[config.mk]
export PLATFORM = sky130hd
export DESIGN_NAME = sum_accumulator_flat
export DESIGN_NICKNAME = d
export VERILOG_FILES = /design/src/rtl/sum_accumulator_if.sv /design/src/rtl/sum_accumulator.sv /design/src/flat_wrapper.sv
export SDC_FILE = /design/constraint.sdc
export NUM_CORES = 1
export LEC_CHECK = 0
export ABC_AREA = 1
export CAP_MARGIN = 20
export CORE_AREA = 2 2 50 52
export CTS_BUF_LIST = sky130_fd_sc_hd__clkbuf_4 sky130_fd_sc_hd__clkbuf_8 sky130_fd_sc_hd__clkbuf_16
export DETAILED_ROUTE_END_ITERATION = 7
export DIE_AREA = 0 0 52 54
export PLACE_DENSITY = 0.75
export SETUP_SLACK_MARGIN = 0.05
export SLEW_MARGIN = 30
export SYNTH_ARGS = -nofsm -noshare
export SYNTH_HDL_FRONTEND = slang
export SYNTH_SLANG_ARGS = --single-unit
[constraint.sdc]
create_clock -name clk -period 1.98 [get_ports clk]
set_input_delay 0.396 -clock clk [delete_from_list [all_inputs] [get_ports clk]]
set_output_delay 0.396 -clock clk [all_outputs]
set_load 0.03 [all_outputs]
[src/rtl/sum_accumulator_if.sv]
`default_nettype none
// ============================================================================
// Module      : sum_accumulator_if
// Description : Handshake bundle between an adder-result producer, the
//               sum_accumulator block and the consumer of its total.
//               master : producer/consumer side (drives start, in_valid,
//                        sum, overflow, out_ready)
//               slave  : accumulator side (drives in_ready, out_valid,
//                        acc_total, sample_count, sat_flag, busy)
// Revision    : 1.0 - initial release
// ============================================================================
interface sum_accumulator_if #(
  parameter int ACC_WIDTH = 8
);
  logic                 start;
  logic                 in_valid;
  logic [3:0]           sum;
  logic                 overflow;
  logic                 in_ready;
  logic                 out_valid;
  logic                 out_ready;
  logic [ACC_WIDTH-1:0] acc_total;
  logic [3:0]           sample_count;
  logic                 sat_flag;
  logic                 busy;

  modport master (
    output start, in_valid, sum, overflow, out_ready,
    input  in_ready, out_valid, acc_total, sample_count, sat_flag, busy
  );

  modport slave (
    input  start, in_valid, sum, overflow, out_ready,
    output in_ready, out_valid, acc_total, sample_count, sat_flag, busy
  );
endinterface
`default_nettype wire

[src/rtl/sum_accumulator.sv]
`default_nettype none
// ============================================================================
// Module      : sum_accumulator
// Description : Sums NUM_SAMPLES adder results ({overflow, sum}, 0..31) into
//               a saturating ACC_WIDTH-bit total, then presents the total
//               through a valid/ready handshake.
// Ports       : clk  - system clock, rising edge
//               rst  - asynchronous active-high reset
//               bus  - sum_accumulator_if.slave
//                      in : start, in_valid, sum, overflow, out_ready
//                      out: in_ready, out_valid, acc_total, sample_count,
//                           sat_flag, busy
// Revision    : 1.0 - initial release
// ============================================================================
module sum_accumulator #(
  parameter int NUM_SAMPLES = 4,   // 1..15
  parameter int ACC_WIDTH   = 8    // 5..16
) (
  input  logic                  clk,
  input  logic                  rst,
  sum_accumulator_if.slave      bus
);

  localparam logic [1:0] c_idle  = 2'd0;
  localparam logic [1:0] c_accum = 2'd1;
  localparam logic [1:0] c_done  = 2'd2;

  localparam logic [ACC_WIDTH-1:0] c_max  = '1;
  localparam logic [3:0]           c_last = 4'(NUM_SAMPLES - 1);

  logic [1:0]           r_state;
  logic [1:0]           w_next;
  logic [ACC_WIDTH-1:0] r_acc;
  logic [3:0]           r_count;
  logic                 r_sat;

  logic                 w_accept;
  logic                 w_last;
  logic [ACC_WIDTH:0]   w_operand;
  logic [ACC_WIDTH:0]   w_sum;

  logic                 w_in_ready;
  logic                 w_out_valid;
  logic                 w_busy;

  // One extra bit of headroom: acc <= 2^W-1 and operand <= 31 < 2^W (W >= 5),
  // so the sum can never exceed 2^(W+1)-1 and the top bit flags saturation.
  assign w_operand = {{(ACC_WIDTH-4){1'b0}}, bus.overflow, bus.sum};
  assign w_sum     = {1'b0, r_acc} + w_operand;

  assign w_accept  = (r_state == c_accum) && bus.in_valid;
  assign w_last    = w_accept && (r_count == c_last);

  // --------------------------------------------------------------------------
  // State register
  // --------------------------------------------------------------------------
  always_ff @(posedge clk or posedge rst) begin
    if (rst) begin
      r_state <= c_idle;
    end else begin
      r_state <= w_next;
    end
  end

  // --------------------------------------------------------------------------
  // Next-state logic
  // --------------------------------------------------------------------------
  always_comb begin
    w_next = r_state;
    case (r_state)
      c_idle:  if (bus.start)     w_next = c_accum;
      c_accum: if (w_last)        w_next = c_done;
      c_done:  if (bus.out_ready) w_next = c_idle;
      default:                    w_next = c_idle;
    endcase
  end

  // --------------------------------------------------------------------------
  // Output decode: state only, so no input reaches an output combinationally
  // --------------------------------------------------------------------------
  always_comb begin
    w_in_ready  = 1'b0;
    w_out_valid = 1'b0;
    w_busy      = 1'b0;
    case (r_state)
      c_accum: begin
        w_in_ready = 1'b1;
        w_busy     = 1'b1;
      end
      c_done: begin
        w_out_valid = 1'b1;
        w_busy      = 1'b1;
      end
      default: begin
        w_in_ready  = 1'b0;
        w_out_valid = 1'b0;
        w_busy      = 1'b0;
      end
    endcase
  end

  // --------------------------------------------------------------------------
  // Datapath. Registers are cleared by start rather than on leaving DONE so
  // the final total stays readable in IDLE until the next run begins.
  // --------------------------------------------------------------------------
  always_ff @(posedge clk or posedge rst) begin
    if (rst) begin
      r_acc   <= '0;
      r_count <= '0;
      r_sat   <= 1'b0;
    end else if ((r_state == c_idle) && bus.start) begin
      r_acc   <= '0;
      r_count <= '0;
      r_sat   <= 1'b0;
    end else if (w_accept) begin
      r_count <= r_count + 4'd1;
      if (w_sum[ACC_WIDTH]) begin
        r_acc <= c_max;
        r_sat <= 1'b1;
      end else begin
        r_acc <= w_sum[ACC_WIDTH-1:0];
      end
    end
  end

  assign bus.in_ready     = w_in_ready;
  assign bus.out_valid    = w_out_valid;
  assign bus.busy         = w_busy;
  assign bus.acc_total    = r_acc;
  assign bus.sample_count = r_count;
  assign bus.sat_flag     = r_sat;

endmodule
`default_nettype wire

[src/flat_wrapper.sv]
// flat-port wrapper written by rule: the top's interface ports become plain ports
module sum_accumulator_flat 
#(
  parameter int NUM_SAMPLES = 4,           
  parameter int ACC_WIDTH   = 8            
)
  (clk, rst, bus_start, bus_in_valid, bus_sum, bus_overflow, bus_out_ready, bus_in_ready, bus_out_valid, bus_acc_total, bus_sample_count, bus_sat_flag, bus_busy);
  sum_accumulator_if #(.ACC_WIDTH(ACC_WIDTH)) bus_i ();
  input  logic clk;
  input  logic rst;
  input wire logic [$bits(bus_i.start)-1:0] bus_start;
  input wire logic [$bits(bus_i.in_valid)-1:0] bus_in_valid;
  input wire logic [$bits(bus_i.sum)-1:0] bus_sum;
  input wire logic [$bits(bus_i.overflow)-1:0] bus_overflow;
  input wire logic [$bits(bus_i.out_ready)-1:0] bus_out_ready;
  output wire logic [$bits(bus_i.in_ready)-1:0] bus_in_ready;
  output wire logic [$bits(bus_i.out_valid)-1:0] bus_out_valid;
  output wire logic [$bits(bus_i.acc_total)-1:0] bus_acc_total;
  output wire logic [$bits(bus_i.sample_count)-1:0] bus_sample_count;
  output wire logic [$bits(bus_i.sat_flag)-1:0] bus_sat_flag;
  output wire logic [$bits(bus_i.busy)-1:0] bus_busy;
  assign bus_i.start = bus_start;
  assign bus_i.in_valid = bus_in_valid;
  assign bus_i.sum = bus_sum;
  assign bus_i.overflow = bus_overflow;
  assign bus_i.out_ready = bus_out_ready;
  assign bus_in_ready = bus_i.in_ready;
  assign bus_out_valid = bus_i.out_valid;
  assign bus_acc_total = bus_i.acc_total;
  assign bus_sample_count = bus_i.sample_count;
  assign bus_sat_flag = bus_i.sat_flag;
  assign bus_busy = bus_i.busy;
  sum_accumulator #(.NUM_SAMPLES(NUM_SAMPLES), .ACC_WIDTH(ACC_WIDTH)) u_core (.clk(clk), .rst(rst), .bus(bus_i));
endmodule
==> out/qor.txt, run 1 <==
Die H: 54 um
Yosys warns: 0
Worst Path Arrival: 1450 ps
P_leak: 0.761 nW
Cell Rows: 18
CTS tree: done
Sequential-to-total area share from yosys stat: 0.365
Cell area after layout: 1350 sq um
Crit path max fanout: 6
CP peak stage delay: 710 ps
Setup Viol. Count Final: 0
Layout cells sized above 1: 0.0854
Avg WL per Cell: 11.7 um
Clock transition at path regs: 90 ps
Crit-path cells: clkdlybuf4s50_1
Max-Slew Margin vs Limit: 0.628
Number of global-route vias before repair: 948
Hold_ws: 449 ps
Die W: 52 um
CP endpoint: bus_acc_total[5]
I/O pin count: 26
Netlist cell types: 21
CP required: 1580 ps
Post-synthesis average cell area: 7.63 sq um
Bufs and invs on worst path: 1
Worst-Skew Late Latency: 280 ps
Reg area: 375 sq um
Maxcap violations: 0
Pwr/cell area: 1150 nW/um^2
Synthesized area: 1030 sq um
Pin count of the biggest net entering global routing: 16
Final net count: 187
Area of the multi-input gates: 568 sq um
Peak VDD IR: 0.712 mV
Worst-margin pin slew: 557 ps
Slew Limit Fails: 0
Crit path launch: u_core.bus.acc_total[5]
Mapped Nets: 157
Top cell family by delay on the critical path: buffers and inverters
Initial Util: 0.444
Post-CTS setup buffer count: 0
Core footprint: 2320 sq um
Final clock period utilization by the worst path: 0.935
Mapped Cells: 135
Post-route setup TNS: 0 ps
Placed inst area: 1320 sq um
First-pass GRT wire length: 3950 um
Kind of critical path: flip-flop to output pin
Final ANT Viol Nets: 0
CP endpoint kind: output pin
Gpl congestion: 0.891
FF+latch count, synth: 15
Pwr Total: 1.55 mW
Number of CTS-inserted buffers: 3
Detailed Place HPWL: 1830 um
CP Depth: 1
RSZ-0062 raised after global routing: false
Antenna violations before repair: 0
Final wirelength: 2280 um
Total track usage: 0.191
Die area: 2810 sq um
Vias per inst: 4.94
FILL cells: 226
Clock Sinks: 15
Startpoint Class: flip-flop
Longest Clk Path Bufs: 2
# DRC: 0
R2R Setup Slk: 320 ps
Fmax: 540 MHz
Antenna cells: 0
Most frequent cells in the layout: nand2_1, clkdlybuf4s50_1, inv_1
Reg-to-Reg Start: u_core.bus.acc_total[0]
Root Buffer: clkbuf_4
Grt ovf: 0
Reg-to-Reg End: u_core.bus.acc_total[3]
Status: finished, final reports clean
Final min period: 1850 ps
DRT Pass-1 Iters: 4
Vias: 958
Initial drt markers: 19
Area Growth Syn to Fin: 31.0%
R2R depth: 6
Layout Skew: 7.68 ps
Final hold viol count: 0
Hold Path Class: input port to async pin
Most common cell after layout, fill and taps aside: nand2_1
IO buf count: 25
H-tree levels: 1
Worst path slowest cell: clkdlybuf4s50_1
[cell families after synthesis]
| family | count (synthesis) | share of synthesized area |
|---|---|---|
| AND/OR/NAND/NOR | 72 | 0.323 |
| buffers and inverters | 23 | 0.0838 |
| flip-flops | 15 | 0.365 |
| AO/OA/AOI/OAI | 12 | 0.0668 |
| adder cells (fa/ha/maj) | 12 | 0.153 |
| XOR/XNOR | 1 | 0.00851 |
[stage by stage]
step | util | setup slack (ps) | std cells
floorplan | - | 283 | 135
global placement | 0.568 | -14.0 | 190
detailed placement | 0.568 | -78.1 | 190
CTS | 0.579 | 63.2 | 194
global route | 0.581 | 54.3 | 194
finish | 0.581 | 130 | 194
[synthesized netlist by cell type (all sizes together)]
master   n  area [sq um]
nand2   45           179
inv     23          86.3
dfrtp   15           375
nand3   14          75.1
ha      11           138
nor2     9          36.3
o21ai    5          25.0
a21oi    4          20.0
nand3b   2          15.0
nand4    2          27.5
a22o     1          8.76
a22oi    1          7.51
fa       1          20.0
o211ai   1          7.51
xor2     1          8.76
[worst reg2reg max path, delay by kind of cell, from the launching register on]
family / cells / cell delay, ps
and+or+nand+nor: 4 / 460
adders and majority gates: 2 / 670
DFF: 1 / 410
[timing repair]
item,CTS,global route
gates resized for setup,3,3
hold endpoints to repair,0,0
endpoints found under the setup margin,3,3
hold buffers,0,0
[power by group]
part / switching, mW / internal, mW / total, mW / leakage, nW
Clock: 0.0988 / 0.0919 / 0.191 / 0.0184
Sequential: 0.0906 / 0.385 / 0.475 / 0.202
Combinational: 0.554 / 0.335 / 0.889 / 0.541
[area by class of cell]
cell class	count	area share
multi-input cells	97	0.421
flip-flops and latches	15	0.278
repair buffers	25	0.186
inverters	23	0.0640
well taps	30	0.0278
clock buffers	4	0.0223
[state kept, by name, indices dropped and copies added, names as in the netlist]
| signal | cells |
|---|---|
| u_core.bus.sat_flag | 1 |
| u_core.r_state | 2 |
| u_core.bus.sample_count | 4 |
| u_core.bus.acc_total | 8 |
[worst min path at each step]
| stage | end | start | slack (ps) | cells after the start |
|---|---|---|---|---|
| floorplan | u_core.bus.acc_total[0] | rst | 300 | 1 |
| global placement | u_core.bus.sat_flag | u_core.bus.sat_flag | 470 | 2 |
| detailed placement | u_core.bus.sat_flag | u_core.bus.sat_flag | 480 | 2 |
| CTS | u_core.bus.acc_total[0] | rst | 470 | 2 |
| global route | u_core.bus.acc_total[0] | rst | 520 | 2 |
| finish | u_core.bus.acc_total[4] | rst | 450 | 2 |
[metal layers]
layer  global-route usage  up-vias  share of wire
li1                     -      489              -
met1                0.229      438           0.42
met2                0.335       27           0.52
met3               0.0306        4          0.051
met4               0.0877        0         0.0075
met5                    0        -              0
Power figures use the tool's default switching activity.
==> inputs of run 2 (changes only) <==
Settings changed: CORE_AREA 2 2 50 52 to 2 2 48 50, DIE_AREA 0 0 52 54 to 0 0 50 52, PLACE_DENSITY 0.75 to 0.81.
Clock period 1.98 ns to 2.4 ns, I/O delays scaled along.
==> out/qor.txt, run 2 (same netlist as run 1, synthesis figures left out) <==
P_leak: 0.737 nW
Vias: 943
Crit path max fanout: 4
Startpoint Class: flip-flop
Core footprint: 2110 sq um
Met2 wire len: 1120 um
FILL cells: 182
Antenna violations before repair: 0
Pwr/cell area: 956 nW/um^2
Initial drt markers: 7
Avg WL per Cell: 11.4 um
DRT Pass-1 Iters: 4
Metal-1 WL: 971 um
Final clock period utilization by the worst path: 0.927
Max-Slew Margin vs Limit: 0.635
CTS resizes: 0
Layout Skew: 2.42 ps
Worst-margin pin slew: 547 ps
Highest routed layer: met4
Grt ovf: 0
Die W: 50 um
IO buf count: 25
Detailed Place HPWL: 1820 um
Post-route setup TNS: 0 ps
Hold Path Stages: 1
Maxcap violations: 0
H-tree levels: 1
Longest Clk Path Bufs: 2
Die H: 52 um
Pwr Total: 1.29 mW
Final min period: 2230 ps
Fmax: 449 MHz
Reg area: 375 sq um
Area Growth Syn to Fin: 30.6%
CP required: 1920 ps
Post-CTS setup buffer count: 0
Clock transition at path regs: 80 ps
Area of the multi-input gates: 568 sq um
CP endpoint kind: output pin
# DRC: 0
Final net count: 187
Worst Path Arrival: 1750 ps
Hold-fix buffers at CTS: 0
Number of CTS-inserted buffers: 3
Layout cells sized above 1: 0.0854
Final wirelength: 2190 um
Die area: 2600 sq um
Pre-CTS setup slack: 265 ps
Pin count of the biggest net entering global routing: 16
Gpl congestion: 0.855
Total track usage: 0.182
Final hold viol count: 0
Slew Limit Fails: 0
Setup Viol. Count Final: 0
Vias per inst: 4.91
First-pass GRT wire length: 3680 um
Most frequent cells in the layout: nand2_1, clkdlybuf4s50_1, inv_1
Most common cell after layout, fill and taps aside: nand2_1
Number of global-route vias before repair: 910
Cell Rows: 17
Clock Sinks: 15
Root Buffer: clkbuf_4
Final ANT Viol Nets: 0
Routed length on met3: 58 um
Hold Path Class: flip-flop to flip-flop
Initial Util: 0.489
CTS tree: done
Status: finished, final reports clean
Worst-Skew Late Latency: 260 ps
R2R depth: 6
I/O pin count: 26
Kind of critical path: flip-flop to output pin
Largest register FFs: 8
RSZ-0062 raised after global routing: false
Antenna cells: 0
Peak VDD IR: 0.914 mV
Worst Slack Setup Final: 174 ps
-- run 2: layout make-up --
class                   instances  area share
multi-input cells              97       0.422
flip-flops and latches         15       0.279
repair buffers                 25       0.186
inverters                      23      0.0642
well taps                      28      0.0260
clock buffers                   4      0.0223
-- run 2: per-layer routing --
| layer | GRT usage | up-vias |
|---|---|---|
| met5 | 0 | - |
| met4 | 0.0741 | 0 |
| met3 | 0.0115 | 4 |
| met2 | 0.338 | 16 |
| met1 | 0.219 | 436 |
| li1 | - | 487 |
-- run 2: path summary, 6_finish.rpt --
check / startpoint / endpoint / slack [ps]
max: u_core.r_state[0] / bus_busy / 170
min: u_core.bus.sample_count[3] / u_core.bus.sample_count[3] / 510
max reg2reg: u_core.bus.acc_total[0] / u_core.bus.acc_total[3] / 740
min reg2reg: u_core.bus.sample_count[3] / u_core.bus.sample_count[3] / 510
max in group asynchronous: rst / u_core.bus.sat_flag / 1480
min in group asynchronous: rst / u_core.bus.acc_total[0] / 560
-- run 2: critical path: stages (launching register included) --
cell and delay (ps):
dfrtp_1 420, inv_1 100, ha_1 290, clkdlybuf4s50_1 670
-- run 2: per-stage QoR --
stage | std cells | area [sq um] | hold slack (ps) | util
finish | 192 | 1350 | 508 | 0.639
global route | 192 | 1350 | 541 | 0.639
CTS | 192 | 1350 | 509 | 0.639
detailed placement | 188 | 1320 | 498 | 0.624
global placement | 188 | 1320 | 481 | 0.624
floorplan | 135 | 1030 | 381 | -
-- run 2: where the power goes --
part	internal (mW)	switching, mW	total, mW
Sequential	0.317	0.0774	0.395
Combinational	0.293	0.453	0.746
Clock	0.0755	0.0698	0.145
